## config.mk

```make
export PLATFORM = sky130hd
export DESIGN_NAME = instruction_fetch
export DESIGN_NICKNAME = d
export VERILOG_FILES = /design/src/rtl/instruction_fetch.sv
export SDC_FILE = /design/constraint.sdc
export NUM_CORES = 1
export LEC_CHECK = 0
export ABC_AREA = 1
export CELL_PAD_IN_SITES_DETAIL_PLACEMENT = 0
export CELL_PAD_IN_SITES_GLOBAL_PLACEMENT = 2
export CORE_AREA = 2 2 187 189
export CTS_CLUSTER_SIZE = 40
export DETAILED_ROUTE_END_ITERATION = 12
export DIE_AREA = 0 0 189 191
export PLACE_DENSITY_LB_ADDON = 0.08
export SYNTH_ARGS = -nofsm -noshare
export SYNTH_HDL_FRONTEND = slang
export SYNTH_SLANG_ARGS = --single-unit
export TNS_END_PERCENT = 30
```

## constraint.sdc

```tcl
create_clock -name clk -period 2.2 [get_ports clk]
set_input_delay 0.44 -clock clk [delete_from_list [all_inputs] [get_ports clk]]
set_output_delay 0.44 -clock clk [all_outputs]
set_load 0.1 [all_outputs]
```

## src/rtl/instruction_fetch.sv

```systemverilog
// Instruction fetch stage: owns the PC, drives the instruction-memory
// address and registers the returned word into the IF/ID bundle.
//
// Ports:
//   clk, rst          clock, synchronous active-high reset
//   startin           boot address, sampled while rst=1
//   start             one-cycle pulse that begins fetching
//   stall             freezes PC and IF/ID
//   flush             squashes IF/ID to a bubble
//   redirect_valid    taken branch/jump
//   redirect_pc       target of the redirect
//   address           to instruction memory (current PC)
//   instruction       from instruction memory, same cycle as address
//   if_id_instr       registered instruction
//   if_id_pc          PC of if_id_instr
//   if_id_pc4         if_id_pc + 4
//   if_id_valid       IF/ID holds a real instruction
//   halted            a halt instruction has been fetched
//   fetch_count       number of valid instructions delivered
module instruction_fetch #(
    parameter int unsigned ADDR_W = 32,
    parameter int unsigned DATA_W = 32,
    parameter logic [DATA_W-1:0] HALT_INSTR = 32'hFFFF_FFFF,
    parameter logic [DATA_W-1:0] NOP_INSTR = 32'h0000_0000
) (
    input  logic              clk,
    input  logic              rst,
    input  logic [ADDR_W-1:0] startin,
    input  logic              start,
    input  logic              stall,
    input  logic              flush,
    input  logic              redirect_valid,
    input  logic [ADDR_W-1:0] redirect_pc,
    output logic [ADDR_W-1:0] address,
    input  logic [DATA_W-1:0] instruction,
    output logic [DATA_W-1:0] if_id_instr,
    output logic [ADDR_W-1:0] if_id_pc,
    output logic [ADDR_W-1:0] if_id_pc4,
    output logic              if_id_valid,
    output logic              halted,
    output logic [31:0]       fetch_count
);

    typedef enum logic [1:0] {
        IDLE,
        RUN,
        HALTED
    } state_t;

    state_t            state_q, state_d;
    logic [ADDR_W-1:0] pc_q, pc_d;
    logic [DATA_W-1:0] instr_q, instr_d;
    logic [ADDR_W-1:0] ipc_q, ipc_d;
    logic [ADDR_W-1:0] ipc4_q, ipc4_d;
    logic              valid_q, valid_d;
    logic              halted_q, halted_d;
    logic [31:0]       count_q, count_d;

    logic [ADDR_W-1:0] pc_plus4;
    logic              is_halt;

    // PC arithmetic wraps naturally at 2^ADDR_W
    assign pc_plus4 = pc_q + ADDR_W'(4);
    assign is_halt  = (instruction == HALT_INSTR);

    always_comb begin
        state_d  = state_q;
        pc_d     = pc_q;
        instr_d  = instr_q;
        ipc_d    = ipc_q;
        ipc4_d   = ipc4_q;
        valid_d  = valid_q;
        halted_d = halted_q;
        count_d  = count_q;

        unique case (state_q)
            IDLE: begin
                if (start) begin
                    state_d = RUN;
                end
            end
            RUN: begin
                if (redirect_valid) begin
                    // Redirect wins over stall: the target must not be lost
                    pc_d    = {redirect_pc[ADDR_W-1:2], 2'b00};
                    instr_d = NOP_INSTR;
                    valid_d = 1'b0;
                end else if (flush) begin
                    instr_d = NOP_INSTR;
                    valid_d = 1'b0;
                end else if (!stall) begin
                    instr_d = instruction;
                    ipc_d   = pc_q;
                    ipc4_d  = pc_plus4;
                    valid_d = 1'b1;
                    count_d = count_q + 32'd1;
                    if (is_halt) begin
                        // Halt is delivered and counted, but PC stops on it
                        state_d  = HALTED;
                        halted_d = 1'b1;
                    end else begin
                        pc_d = pc_plus4;
                    end
                end
            end
            HALTED: begin
                instr_d = NOP_INSTR;
                valid_d = 1'b0;
            end
            default: begin
                state_d = IDLE;
            end
        endcase
    end

    always_ff @(posedge clk) begin
        if (rst) begin
            state_q  <= IDLE;
            pc_q     <= {startin[ADDR_W-1:2], 2'b00};
            instr_q  <= NOP_INSTR;
            ipc_q    <= '0;
            ipc4_q   <= '0;
            valid_q  <= 1'b0;
            halted_q <= 1'b0;
            count_q  <= '0;
        end else begin
            state_q  <= state_d;
            pc_q     <= pc_d;
            instr_q  <= instr_d;
            ipc_q    <= ipc_d;
            ipc4_q   <= ipc4_d;
            valid_q  <= valid_d;
            halted_q <= halted_d;
            count_q  <= count_d;
        end
    end

    assign address     = pc_q;
    assign if_id_instr = instr_q;
    assign if_id_pc    = ipc_q;
    assign if_id_pc4   = ipc4_q;
    assign if_id_valid = valid_q;
    assign halted      = halted_q;
    assign fetch_count = count_q;

endmodule

```

Word level (Yosys, flattened, before mapping):

Cells that the tools add are included.

* $add $sub $neg: 2
* equal/unequal tests: 15
* mux-type cells: 20
* bitwise operators: 4
* reductions and logical operators: 9

Operator list (count)
* two-way mux 32 bit: 9
* case mux 32 bit (2 select lines): 1
* adder 32 x 1 -> 32 bit, second input constant: 1
* adder 32 x 3 -> 32 bit, second input constant: 1
* == test 32 bit, second input constant: 1
* inequality test 2 bit, second input constant: 6
* AND reduction 4 bit: 3
* two-way mux 2 bit: 5
* inequality test 3 x 2 -> 1 bit, second input constant: 2
* case mux 2 bit (3 select lines): 1
* AND reduction 6 bit: 1
* AND reduction 5 bit: 1
* inequality test 2 x 1 -> 1 bit, second input constant: 2
* inequality test 4 bit, second input constant: 1
* inverter 1 bit: 4
* nonzero test 2 bit: 2
* two-way mux 1 bit: 3
* inequality test 3 bit, second input constant: 1
* == test 2 x 1 -> 1 bit, second input constant: 1
* == test 2 bit, second input constant: 1
* logical NOT 2 bit: 1
* case mux 1 bit (2 select lines): 1
* AND reduction 2 bit: 1

* register bits after elaboration: 164
* bits of input ports: 102
* output and inout bits: 162
* word-level logic and storage cells: 59

Longest topological paths before layout:

* word-level depth: 7
* gate-level depth with buffers: 13
* gate-level depth less buffers: 12

Worst setup path before layout:

Ideal clock, no wire load.

* path kind: register -> register
* start: register pc_q[2] (netlist: address[2])
* end: register pc_q[16] (netlist: address[16]), data pin
* library setup time: 0.254 ns
* data arrival time: 2.184 ns
* required time: 1.946 ns
* path slack: -0.238 ns
* stages on the path, launching flop included: 8
* path buffers: 0
* period minus slack after synthesis: 2.438 ns
* cells stage by stage: edfxtp_1 > ha_1 > nand3_2 > nor2_1 > nand3_1 > xnor2_1 > a21oi_1 > nor2_1

* longest elaborated chain between the ends: 7

Ends and longest elaborated chain
* from (decl): RTL line 51 `logic [ADDR_W-1:0] pc_q, pc_d;`
* from (signal assigned): RTL line 119 `pc_q <= {startin[ADDR_W-1:2], 2'b00};`
* from (signal assigned): RTL line 128 `pc_q <= pc_d;`
* adder 32 x 3 -> 32 bit: RTL line 63 `assign pc_plus4 = pc_q + ADDR_W'(4);`
* two-way mux 32 bit: RTL line 97 `if (is_halt) begin`
* two-way mux 32 bit: RTL line 91 `end else if (!stall) begin`
* two-way mux 32 bit: RTL line 88 `end else if (flush) begin`
* two-way mux 32 bit: RTL line 83 `if (redirect_valid) begin`
* two-way mux 32 bit: RTL line 76 `unique case (state_q)`
* two-way mux 32 bit: RTL line 117 `if (rst) begin`

Every way passes these cells. The select of a mux whose other input is x is not followed.
A chain may end at the register's enable or synchronous reset.

Final worst setup path:

* start: register pc_q[12] (netlist: address[12])
* end: register pc_q[26] (netlist: address[26]), data pin

The elaborated chain is that of the path after synthesis.

==> flow_summary.ini <==
[grt]
grt_pass1_vias = 7857
grt_use_total = 0.169
grt_max_degree = 84
grt_first_pass_wirelength_um = 46300
gr-total-overflow = 0
antenna_found_initial = 1

[worst_setup_path]
slowest_delay_ps = 530
path_buf_inv = 0
crit_top_cell = nand2_1
worst_setup_path_end_kind = flip-flop
cp.arrival_ps = 2150
crit_fanout = 5
cp.required_ps = 2400
reg2reg_slack_ps = 250
crit_family = simple AND/OR/NAND/NOR gates
cp_cell_sequence = nand2_1 > nor2_2 > nand2_1 > nor2_1 > nand2_1 > nand2_1 > nand2_1 > a21oi_1 > nor2_1
crit_slowest_cell = edfxtp_1
crit_type = flip-flop to flip-flop
cp-start-kind = flip-flop

[synthesis]
synth-seq-area-share = 0.439
synth_cell_type_count = 36
synth-xor-area-share = 0.0239
syn_area_um2 = 8060
yosysWarnings = 0
syn_nets = 1280
yosys.area_share.simple = 0.349
synth-edff-count = 30
synthCells = 1173
synth_fa_ha_area_frac = 0.00776
synth_compound_area_frac = 0.108
yosysTopAreaCellShare = 0.328
synth.mux.area_fraction = 0
synth.avg_cell_area_um2 = 6.87
yosysTopAreaCell = dfxtp_1
synth_top_family_by_area = simple AND/OR/NAND/NOR gates
synthTopCellsByArea = dfxtp_1 33%, nand2_1 15%, nor2_1 12%
synthArstFlopShare = 0
ys_ff_latch = 162
synth-main-ff-cell = dfxtp_1

[clocking]
postCtsSetupBuffers = 0
numCtsBuffers = 17
cts_max_level = 4
root_buffer = clkbuf_16
cts_tree = built
cts_buffer_depth = 2
cts.sinks = 162
clkTransAtPathRegs_ps = 70
worstSkewPairLatency_ps = 440

[sta]
period_share = 0.886
setup_violations = 0
fmax_mhz = 513
finClkSkew_ps = 7.34
grt_setup_unrepaired = false
drv_slew = 0
period_needed_ps = 1950
worstMarginPinSlew_ps = 532
hold_viol = 0
max_slew_margin = 0.645
hold_slack_ps = 454
timing.final.ws_setup_ps = 251

[route]
antenna_left = 0
drcViolationCount = 0
viasPerCell = 4.26
wl_per_cell_um = 16.1
drt_iter0_drc = 321
via_count = 8073
drt_wl_total_um = 30500
drt_first_pass_iters = 4

[power_and_ir_drop]
ir_drop_uv = 584
leakage_uw = 0.00471
switchingPower_uw = 4690
p_sw_frac = 0.447
p_seq_frac = 0.348
p_clk_frac = 0.262
p_comb_frac = 0.390
powerDensity_nw_per_um2 = 920
internal_power_uw = 5800

[place]
dp_cells = 1862
gp_congestion = 0.771
dp_slack_ps = -21.9
port_buffers = 259
place_hpwl_um = 22600

[layout]
final_cells = 1894
final_util = 0.335
area_delta_synth_final_pct = 41.6
final_nets = 1533
n_antenna_cell = 0
drive_gt1_frac = 0.180
fillers = 3769

[die]
core-area_um2 = 34100
start_util = 0.236
die_h_um = 191
dieWidth_um = 189
rows = 68
io_pins = 264
die_area_um2 = 36100

[min_path]
hold_class = flip-flop to flip-flop

[flow_run]
cap_violations = 0

[run_status]
status = complete, no violations
[kinds of logic (layout without fill, tap and decap cells)]
kind of cell | Yosys count | in the layout
flops | 162 | 162
fa+ha+maj | 5 | 5
simple gates | 686 | 686
xor+xnor | 22 | 22
buf+inv | 133 | 399
compound gates | 165 | 165
[cell type report]
cell class	count	area, um^2	area share
Tap cell	455	569	0.0499
Timing Repair Buffer	290	2510	0.220
Inverter	77	290	0.0254
Multi-Input combinational cell	878	3980	0.349
Clock buffer	22	454	0.0398
Sequential cell	162	3550	0.311
Clock inverter	10	61.3	0.00537
[per-layer routing]
layer,vias to the layer above,track usage,share of wire
met5,-,0,0.00043
met3,13,0.0542,0.060
met2,168,0.254,0.43
met4,2,0.0370,0.0056
li1,4235,-,-
met1,3655,0.235,0.50
[placed cells by master, fill, tap and decap left out, types with 3 or more instances in the layout]
cell type        count
nor2_4               6
nor3_1               5
nand2_2              4
clkinv_2             6
clkdlybuf4s50_1     95
a31oi_1              8
o21a_1               4
edfxtp_1            30
ha_1                 4
inv_2                5
buf_4              186
xnor2_1              7
nand3_1             55
nand4_1              5
nor2_1             263
xor2_1              15
clkbuf_1             4
clkbuf_16           17
a21oi_1             78
o21ai_0             65
a211oi_1             3
buf_12               8
nand2_1            316
dfxtp_1            130
nor2_2              10
nand3b_1            14
inv_1               71
o21ai_1              3
[worst paths after layout]
check / from / to / cells past startpoint
worst max-delay path: address[12]$_DFFE_PP_ / address[26]$_DFFE_PP_ / 9
worst min-delay path: address[0]$_SDFFE_PP0P_ / address[0]$_SDFFE_PP0P_ / 2
worst max register to register: address[12]$_DFFE_PP_ / address[26]$_DFFE_PP_ / 9
worst min register to register: address[0]$_SDFFE_PP0P_ / address[0]$_SDFFE_PP0P_ / 2
[worst register-to-register path: cells and delay by family (launching register included)]
kind	cells	cell delay, ps
AOI/OAI and AO/OA	1	140
DFF	1	530
and+or+nand+nor	8	1040
[registers in the layout (all words and copies together) (netlist names)]
signal / count
address: 32
fetch_count: 32
halted: 1
if_id_instr: 32
if_id_pc: 32
if_id_pc4: 30
if_id_valid: 1
state_q: 2
[metrics by stage]
step	TNS, ps	power (uW)	cell area [um^2]
2_1_floorplan	-372	6620	8100
3_5_place_dp	-604	7860	10900
4_1_cts	0	10700	11400
3_3_place_gp	0	7860	10900
6_report	0	10500	11400
5_1_grt	0	11000	11400
[Yosys cell counts, types with 6 or more instances]
library cell  instances
xor2_1               15
nor2_2                7
buf_4                 7
nand3_1              55
inv_2                 6
nand3b_1             14
inv_1                71
a31oi_1               8
dfxtp_1             132
o21ai_0              65
nor2_1              267
edfxtp_1             30
xnor2_1               7
clkbuf_1             28
nand2_1             316
a21oi_1              78
buf_2                15
[repair_timing]
item                       4_1_cts  5_1_grt
setup endpoints to repair        0        1
resized for setup                0        1
hold buffers                     0        0
[power groups by stage]
stage	logic (uW)	clock network, uW	registers, uW
after floorplan	1100	0	5530
after global placement	4130	0	3730
after detailed placement	4130	0	3730
after CTS	4140	2880	3670
after global routing	4340	3000	3700
final	4090	2750	3660
No activity file was read; power rests on OpenSTA's default activity.
